===== src/rtl/barret_mulfold_4057.sv =====
// Sequential a*b front end for the q=4057 Barrett reducer: radix-2 shift-add multiply, then one fold below 2^23.
// Optional build macro MULFOLD_RANGE_CHK_EN adds operand range checking and drives out_err.
module barret_mulfold_4057 #(
    parameter int unsigned Q          = 4057,
    parameter int unsigned W          = 12,
    parameter int unsigned OUT_W      = 23,
    parameter int unsigned FOLD_SHIFT = 11
) (
    input  logic             clk,
    input  logic             rst,
    input  logic             in_valid,
    output logic             in_ready,
    input  logic [W-1:0]     a,
    input  logic [W-1:0]     b,
    output logic             out_valid,
    input  logic             out_ready,
    output logic [OUT_W-1:0] dout_a,
    output logic             out_err
);

    localparam int unsigned ACC_W = 2 * W;
    localparam int unsigned CNT_W = $clog2(W);
    localparam logic [ACC_W-1:0] FOLD_K   = ACC_W'(Q << FOLD_SHIFT);
    localparam logic [CNT_W-1:0] LAST_BIT = CNT_W'(W - 1);

    typedef enum logic [1:0] {
        IDLE,
        MUL,
        FOLD,
        HOLD
    } state_t;

    state_t             state_q, state_d;
    logic [ACC_W-1:0]   acc_q, acc_d;
    logic [W-1:0]       a_q, a_d;
    logic [W-1:0]       b_q, b_d;
    logic [CNT_W-1:0]   cnt_q, cnt_d;
    logic [OUT_W-1:0]   dout_d;
    logic               valid_d;
    logic               ready_d;
    logic [OUT_W-1:0]   fold_c;

`ifdef MULFOLD_RANGE_CHK_EN
    localparam logic [W-1:0] Q_W = W'(Q);
    logic err_q, err_d;
    logic out_err_d;
`endif

    // One conditional subtraction of a multiple of Q keeps the product congruent and below 2^OUT_W.
    assign fold_c = (acc_q >= FOLD_K) ? OUT_W'(acc_q - FOLD_K) : OUT_W'(acc_q);

    always_comb begin
        state_d = state_q;
        acc_d   = acc_q;
        a_d     = a_q;
        b_d     = b_q;
        cnt_d   = cnt_q;
        dout_d  = dout_a;
        valid_d = out_valid;
        ready_d = in_ready;
`ifdef MULFOLD_RANGE_CHK_EN
        err_d     = err_q;
        out_err_d = out_err;
`endif
        case (state_q)
            IDLE: begin
                if (in_valid && in_ready) begin
                    a_d     = a;
                    b_d     = b;
                    acc_d   = '0;
                    cnt_d   = '0;
                    ready_d = 1'b0;
                    state_d = MUL;
`ifdef MULFOLD_RANGE_CHK_EN
                    err_d   = (a >= Q_W) || (b >= Q_W);
`endif
                end
            end
            MUL: begin
                // LSB-first over b: one partial product per cycle.
                if (b_q[cnt_q]) begin
                    acc_d = acc_q + (ACC_W'(a_q) << cnt_q);
                end
                cnt_d = cnt_q + CNT_W'(1);
                if (cnt_q == LAST_BIT) begin
                    state_d = FOLD;
                end
            end
            FOLD: begin
                dout_d  = fold_c;
                valid_d = 1'b1;
                state_d = HOLD;
`ifdef MULFOLD_RANGE_CHK_EN
                if (err_q) begin
                    dout_d    = '0;
                    out_err_d = 1'b1;
                end
`endif
            end
            HOLD: begin
                if (out_valid && out_ready) begin
                    valid_d = 1'b0;
                    ready_d = 1'b1;
                    state_d = IDLE;
`ifdef MULFOLD_RANGE_CHK_EN
                    out_err_d = 1'b0;
`endif
                end
            end
            default: begin
                state_d = IDLE;
                ready_d = 1'b1;
                valid_d = 1'b0;
            end
        endcase
    end

    always_ff @(posedge clk) begin
        if (rst) begin
            state_q   <= IDLE;
            acc_q     <= '0;
            a_q       <= '0;
            b_q       <= '0;
            cnt_q     <= '0;
            dout_a    <= '0;
            out_valid <= 1'b0;
            in_ready  <= 1'b1;
        end else begin
            state_q   <= state_d;
            acc_q     <= acc_d;
            a_q       <= a_d;
            b_q       <= b_d;
            cnt_q     <= cnt_d;
            dout_a    <= dout_d;
            out_valid <= valid_d;
            in_ready  <= ready_d;
        end
    end

`ifdef MULFOLD_RANGE_CHK_EN
    always_ff @(posedge clk) begin
        if (rst) begin
            err_q   <= 1'b0;
            out_err <= 1'b0;
        end else begin
            err_q   <= err_d;
            out_err <= out_err_d;
        end
    end
`else
    assign out_err = 1'b0;
`endif

endmodule

===== config.mk =====
export PLATFORM = sky130hd
export DESIGN_NAME = barret_mulfold_4057
export DESIGN_NICKNAME = d
export VERILOG_FILES = /design/src/rtl/barret_mulfold_4057.sv
export SDC_FILE = /design/constraint.sdc
export NUM_CORES = 1
export LEC_CHECK = 0
export ABC_AREA = 1
export CAP_MARGIN = 20
export CORE_AREA = 2 2 107 109
export CTS_CLUSTER_DIAMETER = 60
export CTS_CLUSTER_SIZE = 8
export DETAILED_ROUTE_END_ITERATION = 10
export DIE_AREA = 0 0 109 111
export MAX_ROUTING_LAYER = met4
export PLACE_DENSITY = 0.76
export SETUP_SLACK_MARGIN = 0.5
export SLEW_MARGIN = 20
export SYNTH_ARGS = -nofsm -noshare
export SYNTH_HDL_FRONTEND = slang
export SYNTH_SLANG_ARGS = --single-unit

===== constraint.sdc =====
create_clock -name clk -period 2.9 [get_ports clk]
set_clock_uncertainty 0.2 [all_clocks]
set_input_delay 0.87 -clock clk [delete_from_list [all_inputs] [get_ports clk]]
set_output_delay 0.87 -clock clk [all_outputs]
set_load 0.005 [all_outputs]

==> impl_metrics.tcl, run 1 <==
set metrics [dict create \
    syn_area_per_cell_sq_um 6.165 \
    fp.dieW_um 109 \
    yosysWarnings 0 \
    regToRegSetupSlack_ns 0.04 \
    core_area_sq_mm 0.01108 \
    power_density_mw_per_mm2 687.5 \
    rsz0062_at_grt "true" \
    path_max_fanout 6 \
    cts_made_buffers 9 \
    synth_area_leader_cell "dfxtp_1" \
    clock-sinks 79 \
    synth_area_leaders "dfxtp_1 28%, nand2_1 16%, inv_1 8.7%" \
    antenna_cells 0 \
    final_core_util_pct 65.07 \
    cp-end-kind "flip-flop" \
    syn_nets 970 \
    clock_latency_ns 0.34 \
    drtIter0Drc 344 \
    postRouteAntennaNets 0 \
    drive_above_1_share_pct 20.63 \
    viasPerCell 5.212 \
    synth.most_common_cell "nand2_1" \
    final-setup-viol-count 0 \
    fin_crit_sh_pct 98.67 \
    crit_arrival_ns 2.88 \
    synth_commonest_cells "241 x nand2_1, 131 x inv_1, 108 x nor2_1" \
    antenna_found_initial 0 \
    leakage_nw 3.277 \
    hpwl_mm 10.54 \
    nNetsFinal 1045 \
    gp_congestion 0.9948 \
    overflow 0 \
    path_class "reg2reg" \
    tightest_slew_ns 0.6419 \
    status "finished clean" \
    nFillCells 968 \
    finalHoldViolations 0 \
    cts_htree_levels 3 \
    critPathLaunchType "flip-flop" \
    fin_crit_ns 2.861 \
    dieHeight_um 111 \
    synthDominantCellAreaShare_pct 28.13 \
    finalWirelength_mm 15.02 \
    firstDrtPassIters 5 \
    placementRows 39 \
    clk_pin_slew_ns 0.06 \
    hold_slack_ns 0.2455 \
    route.vias.total 5900 \
    grt_pass1_vias 5454 \
    die_area_sq_mm 0.01210 \
    critPathRequiredTime_ns 2.92 \
    hold_path_class "reg2reg" \
    ys_ff_latch 79 \
    dp_cells 1094 \
    cts_tree "done" \
    grt_pass1_wl_mm 24.92 \
    ctsLongestPathBuffers 2 \
    yosysSeqAreaShare_pct 28.13 \
    syn_inst 912 \
    start_util_pct 50.76 \
    track_usage_pct 26.19 \
    synth_edf_count 0 \
    vdd_drop_max_uv 535.1 \
    ios 54 \
    async_flop_share_pct 0 \
    instances_no_fill 1132 \
    grt_start_max_net_pins 50 \
    clockRootBuffer "clkbuf_16" \
    p_total_mw 4.956 \
    routedWlPerCell_um 13.27 \
    fmax_mhz 349.5 \
    dominantRegCellSynth "dfxtp_1" \
    maxSlewViolCount 0 \
    drc 0 \
    syn_area_sq_mm 0.005623 \
    cap_viol_max_count 0 \
    ys_types 40 \
    relSlewSlack_pct 56.76 \
    io_buffer_count 52 \
    syn_to_final_growth_pct 28.19 \
]
==> cell usage in the layout (no fill, tap or decap), types with 3 or more instances in the layout <==
master             n
a21oi_1           43
a21oi_2           28
buf_12             3
buf_4             41
clkbuf_16          9
clkdlybuf4s50_1   51
dfxtp_1           78
ha_1              26
ha_4               3
inv_1            120
inv_2             14
mux2i_1            6
nand2_1          206
nand2_2           45
nand3_1           41
nand3_2            9
nand3b_1           4
nand4_1           10
nor2_1            95
nor2_2             9
nor2_4             5
nor3_1             6
o21ai_0           58
o21ai_1           14
o21ai_2           14
or2_4              3
xor2_1             9
==> worst max-delay path, stage by stage, from the launching register on <==
cell,delay [ns]
dfxtp_4,0.39
buf_8,0.15
nand2_2,0.05
o21ai_2,0.05
mux2i_1,0.18
nor2_1,0.06
a31oi_1,0.22
mux2i_1,0.14
ha_1,0.39
nand2_2,0.18
inv_2,0.06
a21oi_2,0.14
nand2_1,0.08
inv_1,0.06
nand2_1,0.06
or2_4,0.22
nand3_2,0.06
a21oi_2,0.04
==> routing by layer <==
layer	part of all wire [%]	GRT usage, %	vias to the layer above
li1	-	-	3047
met1	44	32.90	2682
met2	49	41.33	135
met3	4.5	4.938	36
met4	2.6	10.17	0
met5	0	-	-
==> what timing repair did <==
action / in CTS / in global routing
resized for setup: 52 / 54
pin swaps: 34 / 28
setup endpoints to repair: 21 / 24
hold buffers: 0 / 0
buffers inserted: 16 / 8
cloned: 1 / 0
==> area by class of cell <==
cell class / count / area [sq um] / share of cell area (%)
Timing Repair Buffer: 99 / 937.1 / 13.00
Sequential cell: 79 / 1585 / 21.99
Multi-Input combinational cell: 664 / 3750 / 52.02
Tap cell: 143 / 178.9 / 2.482
Clock inverter: 1 / 7.507 / 0.1041
Inverter: 134 / 503.0 / 6.978
Clock buffer: 12 / 246.5 / 3.420
==> where the power goes <==
part | switching, mW | internal, mW
Sequential | 0.168 | 1.37
Clock | 0.437 | 0.589
Combinational | 1.34 | 1.05
Total | 1.94 | 3.01
==> through the flow <==
stage	setup slack, ns	instance area [sq um]	TNS (ns)
after detailed placement	-0.1036	6414	-0.1036
after global routing	-0.1166	7208	-1.040
after CTS	0.1303	6980	0
after floorplan	0.2508	5714	0
after global placement	-0.08030	6414	-0.08030
final	0.03870	7208	0
==> path summary, 6_finish.rpt <==
path	depth (start not counted)	end	startpoint
worst min register to register	2	b_q[6]	b_q[6]
worst max-delay path	17	acc_q[14]	cnt_q[0]
worst max register to register	17	acc_q[14]	cnt_q[0]
worst min-delay path	2	b_q[6]	b_q[6]
==> flip-flops by register name, summed over array words and instances, names as in the netlist <==
register / flops
acc_q: 24
dout_a: 23
cnt_q: 4
state_q: 2
in_ready: 1
a_q: 12
b_q: 12
out_valid: 1
==> cells by family after synthesis <==
logic type      count (synthesis)  share of synthesized area (%)
simple gates                  441                          32.51
compound gates                173                          17.42
buf+inv                       169                          11.97
flops                          79                          28.13
fa+ha+maj                      30                          6.809
xor+xnor                       13                          2.025
mux                             6                          1.068
other cells                     1                        0.06669
(Power assumes the default switching activity.)
==> run 2: changes to the inputs <==
--- a/config.mk
+++ b/config.mk
@@ -7,13 +7,12 @@
 export LEC_CHECK = 0
 export ABC_AREA = 1
 export CAP_MARGIN = 20
-export CORE_AREA = 2 2 107 109
+export CORE_AREA = 2 2 153 155
 export CTS_CLUSTER_DIAMETER = 60
 export CTS_CLUSTER_SIZE = 8
 export DETAILED_ROUTE_END_ITERATION = 10
-export DIE_AREA = 0 0 109 111
+export DIE_AREA = 0 0 155 157
 export MAX_ROUTING_LAYER = met4
-export PLACE_DENSITY = 0.76
 export SETUP_SLACK_MARGIN = 0.5
 export SLEW_MARGIN = 20
 export SYNTH_ARGS = -nofsm -noshare
==> run 2 against run 1 <==
  * The flow now finishes with violations (setup timing)
  * Register-to-register slack lost 0.07 ns
  * Sequential share of layout area shrank 1.6 points
  * Largest power group unchanged
  * Hold slack got worse by 0.0045 ns
  * Highest routed layer unchanged
  * Final area up 7.8%
  * Largest cell class unchanged
  * Core utilization decreased by 31 points
  * Sequential cell count unchanged
==> impl_metrics.tcl, run 2 (synthesis results as in run 1) <==
set metrics [dict create \
    antenna_found_initial 0 \
    p_total_mw 5.429 \
    path_max_fanout 8 \
    maxSlewViolCount 0 \
    io_buffer_count 52 \
    fin_ws_ns -0.03034 \
    route.vias.total 5807 \
    vdd_drop_max_uv 328.6 \
    antenna_cells 0 \
    largest_register_ffs 24 \
    cellInternalPower_mw 3.312 \
    start_util_pct 24.99 \
    drive_above_1_share_pct 25.32 \
    core_area_sq_mm 0.02250 \
    path_class "reg2reg" \
    finalWirelength_mm 16.46 \
    busiest_layer "met2" \
    multi_input_area_sq_mm 0.003959 \
    gp_congestion 0.9155 \
    met3_usage_pct 2.478 \
    dp_cells 1241 \
    routedWlPerCell_um 12.78 \
    clk_pin_slew_ns 0.06 \
    violations "setup timing" \
    syn_to_final_growth_pct 38.18 \
    grt_pass1_vias 5425 \
    nFillCells 2364 \
    cp-end-kind "flip-flop" \
    overflow 0 \
    final-setup-viol-count 2 \
    fin_tns_setup_ns -0.04226 \
    relSlewSlack_pct 54.48 \
    final_common_cell "nand2_1" \
    gr-usage-met2_pct 22.48 \
    crit_arrival_ns 2.95 \
    grt_pass1_wl_mm 26.24 \
    power_density_mw_per_mm2 698.7 \
    fin_crit_sh_pct 101.0 \
    instances_no_fill 1288 \
    clock_power_share_pct 21.4 \
    critPathRequiredTime_ns 2.92 \
    critPathLaunchType "flip-flop" \
    dieHeight_um 157 \
    clock-sinks 79 \
    clock_latency_ns 0.35 \
    leakage_nw 3.412 \
    grt_start_max_net_pins 50 \
    fp.dieW_um 155 \
    cts_made_buffers 9 \
    cts_htree_levels 3 \
    nNetsFinal 1057 \
    cap_viol_max_count 0 \
    viasPerCell 4.509 \
    sw_frac_of_total_pct 38.98 \
    met1_usage_pct 16.65 \
    fmax_mhz 341.3 \
    die_area_sq_mm 0.02434 \
    ff_latch_area_sq_mm 0.001585 \
    drc 0 \
    hpwl_mm 11.81 \
    ctsLongestPathBuffers 2 \
    regToRegSetupSlack_ns -0.03 \
    status "complete, but fails checks" \
    power_switching_mw 2.116 \
    final_cell_mix "191 x nand2_1, 119 x inv_1, 88 x nor2_1" \
    postRouteAntennaNets 0 \
    ios 54 \
    top_register "acc_q" \
    top_regs "acc_q: 24 flops, dout_a: 23 flops" \
    hold_path_class "reg2reg" \
    tightest_slew_ns 0.6828 \
    drtIter0Drc 274 \
    cts_tree "done" \
    p_comb_share_pct 50.1 \
    rsz0062_at_grt "true" \
    finalHoldViolations 0 \
    placementRows 55 \
    firstDrtPassIters 7 \
    seqPwrFrac_pct 28.5 \
    track_usage_pct 13.67 \
    fin_crit_ns 2.930 \
    dp_slack_ns -0.05665 \
    clockRootBuffer "clkbuf_16" \
]
==> run 2: cell count changes in the layout (fill, tap and decap cells not counted), sizes merged <==
cell	delta
bufinv	+1
buf	+12
inv	+1
clkbuf	-2
clkinv	+2
==> run 2: final cells by class <==
type	count	area share, %
tap	285	4.589
clock buffer	10	3.076
timing repair buffer	111	13.75
clock inverter	5	0.7246
sequential	79	20.40
multi-input combinational	664	50.95
inverter	134	6.506
==> run 2: metrics by stage <==
step	utilization [%]	hold WS, ns	instance area, sq um
2_1_floorplan	-	0.2200	5714
3_3_place_gp	29.62	0.2365	6666
3_5_place_dp	29.62	0.2370	6666
4_1_cts	32.76	0.2463	7371
5_1_grt	34.53	0.2635	7770
6_report	34.53	0.2410	7770
==> run 2: metal layers <==
| metal | part of all wire (%) | up-vias |
|---|---|---|
| li1 | - | 3070 |
| met1 | 47 | 2597 |
| met2 | 47 | 103 |
| met3 | 2.9 | 37 |
| met4 | 3.4 | 0 |
| met5 | 0 | - |
==> run 2: timing repair <==
item,4_1_cts,5_1_grt
hold buffers,0,0
cloned,1,0
gates resized for setup,64,95
pin swaps,38,46
setup buffers,22,9
endpoints found under the setup margin,21,24
==> run 2: critical path, stage by stage, from the launching register on <==
cell and delay [ns]:
dfxtp_4 0.39, buf_8 0.14, buf_12 0.12, o21ai_4 0.12, nor2_1 0.05, a31oi_1 0.23, nand2_1 0.11, nand3_1 0.12
o21ai_1 0.09, ha_2 0.36, nand2_4 0.13, inv_2 0.04, a21oi_2 0.14, nand2_1 0.10, inv_1 0.06, nand2_1 0.06
or2_4 0.22, nand3_2 0.06, a21oi_2 0.04
==> run 2: path summary, 6_finish.rpt <==
path / cells after the start / endpoint / startpoint
min: 2 / b_q[2] / b_q[2]
max: 18 / acc_q[14] / cnt_q[0]
max reg2reg: 18 / acc_q[14] / cnt_q[0]
min reg2reg: 2 / b_q[2] / b_q[2]
==> run 2: power groups by stage <==
stage	Combinational, mW	Sequential (mW)	Clock [mW]
2_1_floorplan	1.38	1.54	0
3_3_place_gp	2.11	1.57	0
3_5_place_dp	2.13	1.57	0
4_1_cts	2.41	1.54	1.19
5_1_grt	3.02	1.59	1.23
6_report	2.72	1.55	1.16
==> run 3: changes to the inputs <==
--- a/config.mk
+++ b/config.mk
@@ -6,6 +6,7 @@
 export NUM_CORES = 1
 export LEC_CHECK = 0
 export ABC_AREA = 1
+export ABC_CLOCK_PERIOD_IN_PS = 2900
 export CAP_MARGIN = 20
 export CORE_AREA = 2 2 153 155
 export CTS_CLUSTER_DIAMETER = 60
==> results of run 3 <==
No change in the layout: final DEF, timing and power equal those of run 2.
